### src/rtl/rr_arbiter_4_pkg.sv
// Shared definitions for the 4-requester round-robin arbiter.
// Package name is arb_pkg; imported by the interface, rr_pick and rr_arbiter_4.
// Optional hold timeout is enabled by defining RR_ARB_TIMEOUT_EN (see rr_arbiter_4).
package arb_pkg;

    // Requester count is fixed at four; pointer needs two bits to index it.
    localparam int N_REQ = 4;
    localparam int PTR_W = 2;

    typedef enum logic {
        IDLE  = 1'b0,
        GRANT = 1'b1
    } state_t;

    typedef logic [N_REQ-1:0] req_vec_t;

    // Convert a one-hot grant back into the requester index it names.
    // A zero vector maps to index 0; callers only use it on a live grant.
    function automatic logic [PTR_W-1:0] onehot_to_idx(input req_vec_t vec);
        logic [PTR_W-1:0] idx;
        idx = '0;
        for (int i = 0; i < N_REQ; i++) begin
            if (vec[i]) begin
                idx = PTR_W'(i);
            end
        end
        return idx;
    endfunction

endpackage

### src/rtl/rr_arbiter_4_if.sv
// Request/grant bundle between the requesters and rr_arbiter_4.
// The master side owns req_i/done_i; the slave side (the arbiter) owns the grant.
interface rr_arbiter_4_if;
    import arb_pkg::*;

    req_vec_t req_i;
    logic     done_i;
    req_vec_t grant_o;
    logic     grant_valid_o;
    logic     timeout_o;

    modport master (
        output req_i,
        output done_i,
        input  grant_o,
        input  grant_valid_o,
        input  timeout_o
    );

    modport slave (
        input  req_i,
        input  done_i,
        output grant_o,
        output grant_valid_o,
        output timeout_o
    );

endinterface

### src/rtl/rr_arbiter_4_pick.sv
// Combinational round-robin winner selection.
// The request vector is rotated so the requester after last_ptr sits at bit 0,
// the lowest set bit is isolated, and the result is rotated back into place.
// The output is one-hot, or zero when no request is present.
module rr_pick
    import arb_pkg::*;
(
    input  req_vec_t               req,
    input  logic     [PTR_W-1:0]   last_ptr,
    output req_vec_t               winner
);

    logic [PTR_W-1:0] start;
    req_vec_t         rotated;
    req_vec_t         rot_pick;

    // Rotate, keep the lowest set bit (x & -x), rotate back.
    always_comb begin
        start    = last_ptr + 1'b1;
        rotated  = '0;
        winner   = '0;
        for (int i = 0; i < N_REQ; i++) begin
            rotated[i] = req[start + PTR_W'(i)];
        end
        rot_pick = rotated & ((~rotated) + req_vec_t'(1));
        for (int i = 0; i < N_REQ; i++) begin
            winner[start + PTR_W'(i)] = rot_pick[i];
        end
    end

endmodule

### src/rtl/rr_arbiter_4.sv
// Round-robin arbiter for four requesters with a registered one-hot grant.
// A grant is held until the owner raises done_i or drops its request; every
// release costs one idle bubble before the next arbitration.
// Define RR_ARB_TIMEOUT_EN to add a hold counter that forces release after
// HOLD_MAX cycles and pulses timeout_o; otherwise timeout_o is tied low.
module rr_arbiter_4
    import arb_pkg::*;
#(
    parameter int HOLD_MAX = 16
)
(
    input  logic            clk,
    input  logic            rst_n,
    rr_arbiter_4_if.slave   bus
);

    if (HOLD_MAX < 2) begin : g_bad_hold_max
        $error("rr_arbiter_4: HOLD_MAX must be at least 2");
    end

    state_t            state_q;
    state_t            state_d;
    logic [PTR_W-1:0]  last_ptr_q;
    logic [PTR_W-1:0]  last_ptr_d;
    req_vec_t          grant_q;
    req_vec_t          grant_d;
    req_vec_t          winner;
    logic              owner_release;

`ifdef RR_ARB_TIMEOUT_EN
    localparam int               CNT_W     = $clog2(HOLD_MAX + 1);
    localparam logic [CNT_W-1:0] HOLD_LAST = CNT_W'(HOLD_MAX - 1);

    logic [CNT_W-1:0] hold_cnt_q;
    logic [CNT_W-1:0] hold_cnt_d;
    logic             timeout_q;
    logic             timeout_d;
`endif

    rr_pick u_pick (
        .req      (bus.req_i),
        .last_ptr (last_ptr_q),
        .winner   (winner)
    );

    // The owner releases by finishing or by dropping its own request line;
    // both together still count as a single release.
    assign owner_release = bus.done_i || ((grant_q & bus.req_i) == '0);

    // Next-state and next-grant decisions for the IDLE/GRANT controller.
    always_comb begin
        state_d    = state_q;
        last_ptr_d = last_ptr_q;
        grant_d    = grant_q;
`ifdef RR_ARB_TIMEOUT_EN
        hold_cnt_d = hold_cnt_q;
        timeout_d  = 1'b0;
`endif
        case (state_q)
            IDLE: begin
                grant_d = '0;
                if (bus.req_i != '0) begin
                    grant_d = winner;
                    state_d = GRANT;
`ifdef RR_ARB_TIMEOUT_EN
                    hold_cnt_d = '0;
`endif
                end
            end
            GRANT: begin
                if (owner_release) begin
                    grant_d    = '0;
                    last_ptr_d = onehot_to_idx(grant_q);
                    state_d    = IDLE;
                end
`ifdef RR_ARB_TIMEOUT_EN
                else if (hold_cnt_q == HOLD_LAST) begin
                    grant_d    = '0;
                    last_ptr_d = onehot_to_idx(grant_q);
                    state_d    = IDLE;
                    timeout_d  = 1'b1;
                end
                else begin
                    hold_cnt_d = hold_cnt_q + 1'b1;
                end
`endif
            end
            default: begin
                grant_d = '0;
                state_d = IDLE;
            end
        endcase
    end

    // State, pointer and grant registers; reset makes requester 0 win first.
    always_ff @(posedge clk or negedge rst_n) begin
        if (!rst_n) begin
            state_q    <= IDLE;
            last_ptr_q <= PTR_W'(N_REQ - 1);
            grant_q    <= '0;
        end else begin
            state_q    <= state_d;
            last_ptr_q <= last_ptr_d;
            grant_q    <= grant_d;
        end
    end

`ifdef RR_ARB_TIMEOUT_EN
    // Hold counter and the registered one-cycle timeout pulse.
    always_ff @(posedge clk or negedge rst_n) begin
        if (!rst_n) begin
            hold_cnt_q <= '0;
            timeout_q  <= 1'b0;
        end else begin
            hold_cnt_q <= hold_cnt_d;
            timeout_q  <= timeout_d;
        end
    end

    assign bus.timeout_o = timeout_q;
`else
    assign bus.timeout_o = 1'b0;
`endif

    assign bus.grant_o       = grant_q;
    assign bus.grant_valid_o = |grant_q;

endmodule

### src/flat_wrapper.sv
// flat-port wrapper written by rule: the top's interface ports become plain ports
module rr_arbiter_4_flat import arb_pkg::*;
#(
    parameter int HOLD_MAX = 16
)
  (clk, rst_n, bus_req_i, bus_done_i, bus_grant_o, bus_grant_valid_o, bus_timeout_o);
  rr_arbiter_4_if bus_i ();
  input  logic clk;
  input  logic rst_n;
  input wire logic [$bits(bus_i.req_i)-1:0] bus_req_i;
  input wire logic [$bits(bus_i.done_i)-1:0] bus_done_i;
  output wire logic [$bits(bus_i.grant_o)-1:0] bus_grant_o;
  output wire logic [$bits(bus_i.grant_valid_o)-1:0] bus_grant_valid_o;
  output wire logic [$bits(bus_i.timeout_o)-1:0] bus_timeout_o;
  assign bus_i.req_i = bus_req_i;
  assign bus_i.done_i = bus_done_i;
  assign bus_grant_o = bus_i.grant_o;
  assign bus_grant_valid_o = bus_i.grant_valid_o;
  assign bus_timeout_o = bus_i.timeout_o;
  rr_arbiter_4 #(.HOLD_MAX(HOLD_MAX)) u_core (.clk(clk), .rst_n(rst_n), .bus(bus_i));
endmodule
### config.mk
export PLATFORM = sky130hd
export DESIGN_NAME = rr_arbiter_4_flat
export DESIGN_NICKNAME = d
export VERILOG_FILES = /design/src/rtl/rr_arbiter_4_pkg.sv /design/src/rtl/rr_arbiter_4_if.sv /design/src/rtl/rr_arbiter_4_pick.sv /design/src/rtl/rr_arbiter_4.sv /design/src/flat_wrapper.sv
export SDC_FILE = /design/constraint.sdc
export NUM_CORES = 1
export LEC_CHECK = 0
export CORE_UTILIZATION = 61
export CTS_CLUSTER_DIAMETER = 150
export CTS_CLUSTER_SIZE = 28
export DETAILED_ROUTE_END_ITERATION = 12
export DONT_BUFFER_PORTS = 1
export PLACE_DENSITY_LB_ADDON = 0.12
export RECOVER_POWER = 50
export REMOVE_ABC_BUFFERS = 1
export SLEW_MARGIN = 20
export SYNTH_ARGS = -nofsm -noshare
export SYNTH_HDL_FRONTEND = slang
export SYNTH_SLANG_ARGS = --single-unit
### constraint.sdc
create_clock -name clk -period 3.8 [get_ports clk]
set_clock_uncertainty 0.2 [all_clocks]
set_input_delay 0.57 -clock clk [delete_from_list [all_inputs] [get_ports clk]]
set_output_delay 0.57 -clock clk [all_outputs]
set_load 0.01 [all_outputs]
== Word-level counts from Yosys, hierarchy flattened ==
Cells that the tools add are included.
Storage, ports and cells
  bits in registers: 7
  bits in latches: 0
  RAM bits: 0
  ROM bits: 0
  bits of input ports: 7
  output and inout port bits: 6
  logic and storage cells: 59
  memories: 0
Cells by class
  $add $sub $neg: 5
  multiply operators: 0
  divide/modulo/power cells: 0
  magnitude comparators: 8
  equal/unequal tests: 1
  shift operators: 0
  mux-type cells: 28
  bitwise logic cells: 5
  reduce and logical (&&, ||, !) cells: 9
Operators with widths (number)
  4-bit bitwise AND: 3
  4-bit bitwise mux: 3
  2-bit by 3-bit < comparator with 1-bit output, second input constant: 4
  1-bit 2-to-1 mux: 11
  1-bit binary-select mux with 2-bit select: 4
  1-bit demux with 2-bit select: 4
  2-bit by 1-bit >= comparator with 1-bit output, second input constant: 4
  4-bit 2-to-1 mux: 2
  4-bit one-hot mux with 2 select lines: 1
  2-bit by 1-bit adder with 2-bit output, second input constant: 2
  2-bit adder, second input constant: 2
  4-bit by 1-bit adder with 4-bit output, second input constant: 1
  1-bit logical AND: 4
  4-bit zero test: 1
  2-bit 2-to-1 mux: 2
  4-bit inverter: 1
  4-bit nonzero test: 1
  4-bit OR reduction: 1
  2-bit inequality test, second input constant: 1
  1-bit one-hot mux with 2 select lines: 1
  2-bit AND reduction: 1
  1-bit logical OR: 1
  1-bit inverter: 1

== Depth between registers and ports, before layout ==
Gate-level depths: netlist (run 1).
  depth in word-level cells: 13
  depth in mapped cells: 9
  depth with buffers taken out: 7

== Hierarchy ==
From an unflattened synthesis (run 1), not the netlist that was laid out.
Unflattened totals
  cell total of the unflattened synthesis: 96
  area total of the unflattened synthesis: 830.8 um2
Modules (own cells, without submodules)
  rr_pick: times used 1, cells an instance 67, area an instance 480.5 um2, sequential area each 0.0 um2
  rr_arbiter_4: times used 1, cells an instance 29, area an instance 350.3 um2, sequential area each 177.7 um2

== Least setup slack after synthesis (run 1) ==
No wires, ideal clock.
  kind: flip-flop to flip-flop
  from: register u_core.last_ptr_q[0]
  to: register u_core.grant_q[3] (netlist: u_core.bus.grant_o[3])
  setup time: 0.126 ns
  arrival time: 2.402 ns
  required time: 3.474 ns
  setup slack: 1.072 ns
  cell stages (with the launch flop): 10
  buffers on the path: 2
  period minus slack after synthesis: 2.728 ns
  cell sequence: dfstp_2 -> buf_6 -> inv_1 -> ha_1 -> buf_6 -> mux4_2 -> a31o_1 -> a31oi_1 -> a2111oi_0 -> a221o_1
On the way
  longest elaborated chain between the ends: 12
  elaborated cells on any way between the ends: 41
  classes of those cells: add/sub (5); order compare (8); mux (21); bitwise (3); reduce/logical (4)
Ends and longest elaborated chain
  start, declared: line rr_arbiter_4.sv:23  | logic [PTR_W-1:0] last_ptr_q;
  start signal, assigned: line rr_arbiter_4.sv:99  | last_ptr_q <= PTR_W'(N_REQ - 1);
  start signal, assigned: line rr_arbiter_4.sv:103  | last_ptr_q <= last_ptr_d;
  2-bit by 1-bit adder with 2-bit output (*): line rr_arbiter_4_pick.sv:19  | start = last_ptr + 1'b1;
  2-bit by 1-bit adder with 2-bit output / 1-bit binary-select mux with 2-bit select (equally long branches): line rr_arbiter_4_pick.sv:23, rr_arbiter_4_pick.sv:27
  1-bit binary-select mux with 2-bit select / 1-bit 2-to-1 mux (equally long branches): line rr_arbiter_4_pick.sv:23  | rotated[i] = req[start + PTR_W'(i)];
  1-bit 2-to-1 mux (implied by the code) / 4-bit inverter (equally long branches): line rr_arbiter_4_pick.sv:23, rr_arbiter_4_pick.sv:25
  4-bit inverter / 4-bit by 1-bit adder with 4-bit output (equally long branches): line rr_arbiter_4_pick.sv:25  | rot_pick = rotated & ((~rotated) + req_vec_t'(1));
  4-bit by 1-bit adder with 4-bit output / 4-bit bitwise AND (equally long branches): line rr_arbiter_4_pick.sv:25
  4-bit bitwise AND, on equally long branches
  4-bit bitwise mux (2 in a row): line rr_arbiter_4_pick.sv:27  | winner[start + PTR_W'(i)] = rot_pick[i];
  4-bit bitwise mux (*): line rr_arbiter_4_pick.sv:27
  4-bit 2-to-1 mux (*): line rr_arbiter_4.sv:62  | if (bus.req_i != '0) begin
  4-bit one-hot mux with 2 select lines (*): line rr_arbiter_4.sv:59  | case (state_q)
  end signal, assigned: line rr_arbiter_4.sv:104  | grant_q <= grant_d;
  end, declared: line rr_arbiter_4.sv:25  | req_vec_t grant_q;
Every way passes the cells marked *; elsewhere a longest branch is shown, timed or not. The select of a mux whose other input is x is not followed.
A chain may end at the register's enable or synchronous reset.

== Worst setup path in the final report (run 1) ==
Same ends and word-level chain as after synthesis.

==> metrics, run 1 <==
DR iter-0 viols=35; die height=38.5 µm; Setup Buffers After CTS=0; final WL=1810 µm; Synth async-reset ratio=100%; Layout area overhead=1.38%; initial antenna violation count=0; Slew Limit Fails=0; WP data required=3.74 ns; placer congestion estimate=0.927; CTS tree=built; gr usage total=25.2%; Hold/Removal Path Class=flip-flop to flip-flop; final hold viol count=0; crit-path max FO=16; Sink Count=7; status=finished, final reports clean; type of origin of the critical path=flip-flop; setup_tns=0 ns; ant diodes=0; DR vias=734; clk slew on worst S/H paths=around 0.05 ns; Yosys Warn Count=0; grt ovf=0; reg2reg setup slack=0.80 ns; htree depth=1; DR pass1 iterations=4; CP Class=flip-flop to flip-flop; CTS buffer count=3; CP Data Arrival Time=approximately 3.0 ns; post_cts resized=0; I/O pin count=13; f_max=0.333 GHz; most frequent cells in the layout=nor2_1 (8), nand2_1 (7), ha_1 (7); nets=109; syn_area_per_cell=8.56 µm²; crit share post-route=79.0%; Placed Cells=103; first-pass GRT wire length=2590 µm; die area=1480 µm²; unrepaired setup endpoints after global routing=no; Starting Density=69.4%; vias per cell=6.80; Final ANT Viol Nets=0; Rows=12; max_cap viols=0; EDFF count, synth=0; Routed WL per cell=16.8 µm; Clock Latency Late Sink=0.26 ns; drc violations=0; most common cell after layout, fill and taps aside=nor2_1; die width=38.5 µm; Port Buf Inserts=0; leak pwr=0.345 nW; Core Box Area=1170 µm²; layout cells sized above 1=a little under a tenth; critical path capture point type=flip-flop; pwr dens=approximately 700 nW/µm²; Post-DP HPWL=1340 µm; sequential share of the synthesized area=21.8%; Mapped Cells=95; synthesized flop and latch total=7; final setup fails=0; Post-synth top flop=dfrtp_1; vias in the first global route=587; hold buffers post-CTS=1; final worst path period need=3.00 ns; Netlist cell types=42; worst vdd ir=0.000377 V; fin cells=108; largest net degree at the start of global routing=17; sequential cell area=178 µm²; Synth Cell Area=813 µm²; footprint of the multi-input gates=between 500 and 600 µm²; clock tree buffer depth=2; fill cell count=88; clk root buf=clkbuf_4
-- Yosys cell counts (3+ instances only) --
cell,instances,area [µm²]
a21oi_1,6,30.0
inv_1,5,18.8
dfrtp_1,5,125
mux2i_1,3,30.0
nor2_1,8,30.0
ha_1,7,87.6
nand2_1,7,26.3
o21ai_0,4,20.0
-- routing by layer --
layer | track usage [%] | part of all wire, % | vias to the layer above | routed length (µm)
met5 | 0 | 0 | - | 0
met4 | 0 | 0.50 | 0 | 9
met3 | 6.98 | 6.9 | 2 | 126
met2 | 40.0 | 45 | 36 | 819
met1 | 36.2 | 47 | 343 | 858
li1 | - | - | 353 | -
-- per-stage QoR --
| stage | worst slack (ns) | util (%) | hold WS (ns) | total power, mW | area (µm²) |
|---|---|---|---|---|---|
| 3_3_place_gp | 0.877 | 67.2 | 0.0745 | 0.497 | 787 |
| 6_report | 0.796 | 70.4 | 0.313 | 0.582 | 825 |
| 2_1_floorplan | 1.03 | - | 0.0744 | 0.434 | 769 |
| 3_5_place_dp | 0.811 | 67.2 | 0.0745 | 0.507 | 787 |
| 5_1_grt | 0.626 | 70.4 | 0.331 | 0.626 | 825 |
| 4_1_cts | 0.806 | 70.4 | 0.318 | 0.577 | 825 |
-- state kept, by name, indices dropped and copies added (netlist names) --
register,cells
u_core.state_q,1
u_core.last_ptr_q,2
u_core.bus.grant_o,4
-- path summary, 6_finish.rpt --
path / start / end / cells past startpoint
worst min register to register: u_core.last_ptr_q[1] / u_core.last_ptr_q[1] / 2
worst max register to register: u_core.last_ptr_q[0] / u_core.bus.grant_o[3] / 7
worst min-delay path: u_core.last_ptr_q[1] / u_core.last_ptr_q[1] / 2
min in group asynchronous: rst_n / u_core.bus.grant_o[0] / 1
max in group asynchronous: rst_n / u_core.last_ptr_q[0] / 1
worst max-delay path: u_core.last_ptr_q[0] / u_core.bus.grant_o[3] / 7
-- logic make-up after synthesis --
group / count (synthesis) / synth area share (%)
muxes: 6 / 9.23
and+or+nand+nor: 31 / 22.6
adders and majority gates: 7 / 10.8
other: 1 / 0.461
DFF: 7 / 21.8
AOI/OAI and AO/OA: 31 / 26.9
buffers and inverters: 12 / 8.15
-- where the power goes --
group          internal [mW]  switching, mW
Clock                 0.0386         0.0301
Sequential             0.107         0.0513
Combinational          0.161          0.194
-- final cells by class --
class	instances	area share, %
Multi-Input combinational cell	76	69.0
Sequential cell	7	21.5
Inverter	6	2.73
Clock inverter	1	0.607
Timing Repair Buffer	1	1.21
Tap cell	14	2.12
Clock buffer	3	2.73
-- worst max-delay path: stages (launching register included) --
cell       delay, ns
dfstp_2         0.71
inv_1           0.17
ha_1            0.49
mux4_2          0.61
a31o_1          0.24
a31oi_1         0.13
a2111oi_0       0.08
a221o_1         0.27
(Power assumes the default switching activity.)
==> inputs of run 2 (changes only) <==
- ABC_AREA: not set -> 1
- clock period: 3.8 -> 2.8 ns (I/O delays scaled with it)
==> run 2 against run 1 <==
Maximum frequency grew 39%. Final cell count grew 35%. Register-to-register slack got worse by 0.16 ns. Critical endpoint unchanged. Largest cell class unchanged. Highest routed layer unchanged.
==> metrics, run 2 <==
Core Box Area=1160 µm² (-1.3%); final hold viol count=0 (unchanged); die height=38.0 µm (-1.3%); kind of cell adding the most delay to the critical path=simple AND/OR/NAND/NOR gates; f_max=0.463 GHz (+39%); fin cells=146 (+35%); r2r endpoint=u_core.bus.grant_o[3]; Placed Cells=141 (+37%); WP data required=2.79 ns (-0.95 ns); final setup fails=0 (unchanged); CP cell instances=inv_2 -> ha_1 -> nor2_1 -> nand3_1 -> nand2_4 -> nand2_4 -> nor2_4 -> nor2_1 -> nor2_1 -> nand2_1 -> nand2_1; clock tree buffer depth=2 (unchanged); placed cell area=802 µm² (+1.9%); count leader, synth=nand2_1; Synth top area share=21.3% (+5.9 points); Netlist cell types=20 (-52%); Worst setup startpoint=u_core.last_ptr_q[0]; DR vias=811 (+10%); max_cap viols=0 (unchanged); dpl ws=0.664 ns (-0.147 ns); crit share post-route=77.2% (-1.9 points); die area=1450 µm² (-2.5%); multiplexer share of the synthesized area=0% (-9.2 points); initial antenna violation count=0 (unchanged); r2r startpoint=u_core.last_ptr_q[0]; Port Buf Inserts=0 (unchanged); critical path capture point type=flip-flop; Buf/Inv on CP=1 (unchanged); Post-synth top flop=dfrtp_1; CP Class=flip-flop to flip-flop; synth cell count leaders=nand2_1 (45), inv_1 (18), nor2_1 (12), nand3_1 (11), ha_1 (7); crit path capture=u_core.bus.grant_o[3]; Synth Area in Simple Gates=47.7% (+25 points); layout cells sized above 1=11.4% (+1.8 points); Post-DP HPWL=1430 µm (+6.6%); placer congestion estimate=0.783 (-16%); clk slew on worst S/H paths=0.05 ns (about the same); cell depth of the worst setup path=11 (+4); status=finished, final reports clean; sequential share of the synthesized area=22.4% (+0.59 points); Synth Cell Area=792 µm² (-2.6%); final worst path period need=2.16 ns (-0.843 ns); Starting Density=68.5% (-0.94 points); first-pass GRT wire length=3050 µm (+18%); Routed WL per cell=12.1 µm (-28%); most common cell after layout, fill and taps aside=nand2_1; largest net degree at the start of global routing=11 (-6); Area contributors post-synth=nand2_1 (21%), dfrtp_1 (16%), ha_1 (11%); Slowest cell on crit path=dfstp_2; reg2reg setup slack=0.64 ns (-0.16 ns); CTS buffer count=3 (unchanged); R2R cell count=11 (+4); unrepaired setup endpoints after global routing=no; GR Util met1=35.9% (-0.31 points); gr busiest metal=met2; vias in the first global route=713 (+21%); post-synthesis adder-cell area fraction=11.1% (+0.29 points); final WL=1760 µm (-2.8%); pwr dens=1080 nW/µm² (+53%); CP Data Arrival Time=2.15 ns (-0.80 ns); Relative slew margins=55.9%; setup_tns=0 ns (unchanged); Hold/Removal Path Class=input port to flip-flop; leak pwr=0.462 nW (+34%); I/O pin count=13 (unchanged); htree depth=1 (unchanged); type of origin of the critical path=flip-flop; EDFF count, synth=0 (unchanged); Rows=12 (unchanged); post-route setup slack=0.639 ns (-0.157 ns); worst vdd ir=0.000712 V (+89%); Worst Max-Slew Pin Slew=0.656 ns; DR iter-0 viols=28 (-20%); Slew Limit Fails=0 (unchanged); Synth area leader=nand2_1; met3 usage=5.23% (-1.7 points); largest family of logic cells by synthesized area=simple AND/OR/NAND/NOR gates; Compound-Gate Fraction of Synth Area=8.37% (-19 points); drc violations=0 (unchanged); grt ovf=0 (unchanged); ant diodes=0 (unchanged); Final Instance Area=838 µm² (+1.7%); most frequent CP cell=nor2_1; crit-path max cell delay=0.62 ns (-0.09 ns); Sink Count=7 (unchanged); max reg flops=4 (unchanged); met2 Track Usage GR=53.8% (+14 points); Mapped Cells=128 (+35%); xor/xnor share of the synthesized area=0% (unchanged); CTS tree=built; die width=38.0 µm (-1.3%); Synth async-reset ratio=100% (unchanged); Layout area overhead=5.85%; gr usage total=30.6% (+5.4 points); crit-path max FO=10 (-6); nets=147 (+35%); Yosys Warn Count=0 (unchanged); synthesized flop and latch total=7 (unchanged); Clock Latency Late Sink=0.25 ns (about the same); vias per cell=5.55 (-18%); syn_area_per_cell=6.19 µm² (-28%); clk root buf=clkbuf_4; Final ANT Viol Nets=0 (unchanged); DR pass1 iterations=5 (+1); most frequent cells in the layout=nand2_1 (45), inv_1 (18), nor2_1 (12)
-- run 2: cell types whose count changed in the layout (fill, tap and decap cells not counted), moves of 4 or more --
cell | previous run | this run
inv_1 | 5 | 18
nand4_1 | 0 | 4
nand3_1 | 0 | 11
nand2_1 | 7 | 45
nor2_1 | 8 | 12
-- run 2: cells by family (layout without fill, tap and decap cells) --
family | Yosys count | count (layout)
other | 1 | 1
DFF | 7 | 7
buffers and inverters | 20 | 24
AOI/OAI and AO/OA | 12 | 12
adders and majority gates | 7 | 7
and+or+nand+nor | 81 | 81
-- run 2: final cells by class --
class	count	area, µm²
flip-flops and latches	7	178
clock buffers	4	26.3
inverters	19	71.3
repair buffers	1	10.0
fillers	100	318
multi-input cells	101	536
well taps	14	17.5
-- run 2: what timing repair did --
action                                 CTS  global route
setup endpoints to repair                0             0
hold buffers                             1             0
buffers inserted                         0             0
endpoints found under the hold margin    7             0
resized for setup                        0             0
-- run 2: where the power goes --
part           total (mW)  internal, mW  switching [mW]
sequential          0.213         0.150          0.0629
combinational       0.599         0.203           0.396
clock              0.0922        0.0544          0.0378
-- run 2: layer usage --
| metal | routed length (µm) | up-vias |
|---|---|---|
| li1 | - | 409 |
| met1 | 771 | 383 |
| met2 | 919 | 17 |
| met3 | 53 | 2 |
| met4 | 19 | 0 |
| met5 | 0 | - |
-- run 2: metrics by stage --
step | total power [mW] | util [%] | hold WS, ns
after floorplan | 0.695 | - | -0.0756
after global placement | 0.791 | 69.4 | -0.0754
after detailed placement | 0.808 | 69.4 | -0.0754
after CTS | 0.907 | 72.5 | 0.217
after global routing | 1.00 | 72.5 | 0.277
final | 0.905 | 72.5 | 0.225
-- run 2: worst min-delay path by stage --
stage / to / slack, ns / depth (start not counted) / from
3_5_place_dp: u_core.bus.grant_o[1] / -0.08 / 0 / rst_n
3_3_place_gp: u_core.bus.grant_o[1] / -0.08 / 0 / rst_n
4_1_cts: u_core.state_q / 0.22 / 2 / bus_done_i
5_1_grt: u_core.state_q / 0.28 / 2 / bus_done_i
2_1_floorplan: u_core.bus.grant_o[0] / -0.08 / 0 / rst_n
6_report: u_core.state_q / 0.23 / 2 / bus_done_i
==> inputs of run 3 (changes only) <==
- CORE_UTILIZATION: 61 -> 55
- clock period: 2.8 -> 1.8 ns (I/O delays scaled with it)
==> run 3 against run 2 <==
The run now ends with setup timing left. Clock-buffer cell count unchanged. Setup slack got worse by 0.74 ns. Sequential share of layout area decreased by 5.4 points. Critical endpoint unchanged. Design area increased by 34%. Register-to-register slack got worse by 0.74 ns.
==> metrics, run 3 (synthesized netlist as in run 2, its figures left out) <==
hold path depth=2 (unchanged); status=finished with violations; die area=1600 µm² (+10%); placer congestion estimate=0.775 (-1.0%); drc violations=0 (unchanged); CTS buffer count=3 (unchanged); htree depth=1 (unchanged); Port Buf Inserts=0 (unchanged); Slowest cell on crit path=dfstp_2; dpl ws=-0.173 ns (-0.837 ns); most common cell after layout, fill and taps aside=nand2_1; CP Data Arrival Time=1.90 ns (-0.25 ns); Routed WL per cell=15.9 µm (+32%); reg2reg setup slack=-0.10 ns (-0.74 ns); final setup fails=4 (+4); worst vdd ir=0.00124 V (+74%); critical path capture point type=flip-flop; Final ANT Viol Nets=0 (unchanged); crit-path max cell delay=0.57 ns (-0.05 ns); Slew Limit Fails=0 (unchanged); initial antenna violation count=0 (unchanged); die width=39.9 µm (+5.0%); f_max=0.525 GHz (+14%); clock tree buffer depth=2 (unchanged); layout cells sized above 1=38.4% (+27 points); Layout area overhead=42.2%; Post-DP HPWL=1580 µm (+10%); first-pass GRT wire length=3860 µm (+27%); unrepaired setup endpoints after global routing=yes; ant diodes=0 (unchanged); hold path endpoint=u_core.state_q; R2R cell count=10 (-1); CTS tree=built; type of origin of the critical path=flip-flop; pwr dens=1820 nW/µm² (+68%); clk root buf=clkbuf_4; DR iter-0 viols=50 (+79%); max reg flops=4 (unchanged); clk slew on worst S/H paths=0.05 ns (about the same); r2r startpoint=u_core.last_ptr_q[0]; CP cell instances=inv_4 -> ha_4 -> nand3_4 -> nand2_4 -> nand2_4 -> nor2_4 -> nor2_1 -> nor2_1 -> nand2_1 -> nand2_1; gr usage total=37.6% (+7.0 points); vias per cell=5.69 (+2.4%); Hold/Removal Path Class=input port to flip-flop; DR vias=944 (+16%); footprint of the multi-input gates=669 µm² (+25%); crit share post-route=106% (+29 points); final hold viol count=0 (unchanged); r2r endpoint=u_core.bus.grant_o[3]; post-route setup slack=-0.103 ns (-0.742 ns); I/O pin count=13 (unchanged); CP Class=flip-flop to flip-flop; leak pwr=0.579 nW (+25%); Tot Pwr=2.04 mW (+130%); crit-path max FO=5 (-5); Starting Density=60.1% (-8.4 points); Rows=13 (+1); most frequent cells in the layout=nand2_1 (37), buf_4 (16), inv_1 (13); die height=39.9 µm (+5.0%); Clock Latency Late Sink=0.26 ns (about the same); Sink Count=7 (unchanged); sequential cell area=178 µm² (unchanged); Core Box Area=1320 µm² (+14%); grt ovf=0 (unchanged); fill cell count=76 (-24%); DR pass1 iterations=4 (-1); final worst path period need=1.90 ns (-0.258 ns); min-delay src=bus_done_i; vias in the first global route=912 (+28%); failing checks=setup timing; setup_tns=-0.362 ns (-0.362 ns); WP data required=1.80 ns (-0.99 ns); final WL=2640 µm (+50%); max_cap viols=0 (unchanged); largest net degree at the start of global routing=8 (-3); nets=166 (+13%)
## run 3: cell types whose count changed in the layout (fill, tap and decap cells not counted), sizes merged
cell / delta
nand2: +1
buf: +18
## run 3: layout make-up
cell class / count / area share [%]
Inverter: 19 / 7.22
Timing Repair Buffer: 19 / 13.6
Clock buffer: 4 / 2.33
Tap cell: 15 / 1.67
Multi-Input combinational cell: 102 / 59.4
Sequential cell: 7 / 15.8
## run 3: routing by layer
metal	GRT usage [%]	part of all wire (%)	vias up
met4	19.8	4.6	0
met5	0	0	-
met2	64.5	49	41
li1	-	-	448
met3	12.2	4.9	16
met1	40.4	42	439
## run 3: critical path: cells and delay by family (launching register included)
family	cells	cell delay [ns]
fa+ha+maj	1	0.31
flops	1	0.57
buf+inv	1	0.07
simple gates	8	0.69
## run 3: worst max-delay path by stage
| stage | start | to | slack (ns) |
|---|---|---|---|
| CTS | u_core.last_ptr_q[0] | u_core.bus.grant_o[1] | -0.05 |
| global placement | u_core.last_ptr_q[0] | u_core.bus.grant_o[1] | -0.13 |
| detailed placement | u_core.last_ptr_q[0] | u_core.bus.grant_o[1] | -0.17 |
| global route | u_core.last_ptr_q[0] | u_core.bus.grant_o[3] | -0.19 |
| floorplan | u_core.last_ptr_q[0] | u_core.bus.grant_o[3] | -0.17 |
| finish | u_core.last_ptr_q[0] | u_core.bus.grant_o[3] | -0.10 |
## run 3: metrics by stage
stage | cells | util [%] | hold slack, ns | instance area, µm²
global route | 166 | 85.5 | 0.0755 | 1130
floorplan | 127 | - | -0.226 | 785
global placement | 158 | 70.1 | -0.225 | 923
detailed placement | 158 | 70.1 | -0.225 | 923
finish | 166 | 85.5 | 0.0846 | 1130
CTS | 166 | 82.6 | 0.0634 | 1090
## run 3: what timing repair did
item,CTS,global route
endpoints found under the setup margin,4,4
hold buffers,1,0
resized for setup,25,13
cloned,1,0
buffers inserted,2,0
endpoints found under the hold margin,7,0
pin swaps,6,15
## run 3: report_power, final
| group | switching (mW) | total, mW | internal, mW |
|---|---|---|---|
| logic | 0.958 | 1.60 | 0.637 |
| clock network | 0.0623 | 0.147 | 0.0849 |
| registers | 0.0678 | 0.302 | 0.234 |
| total | 1.09 | 2.04 | 0.956 |
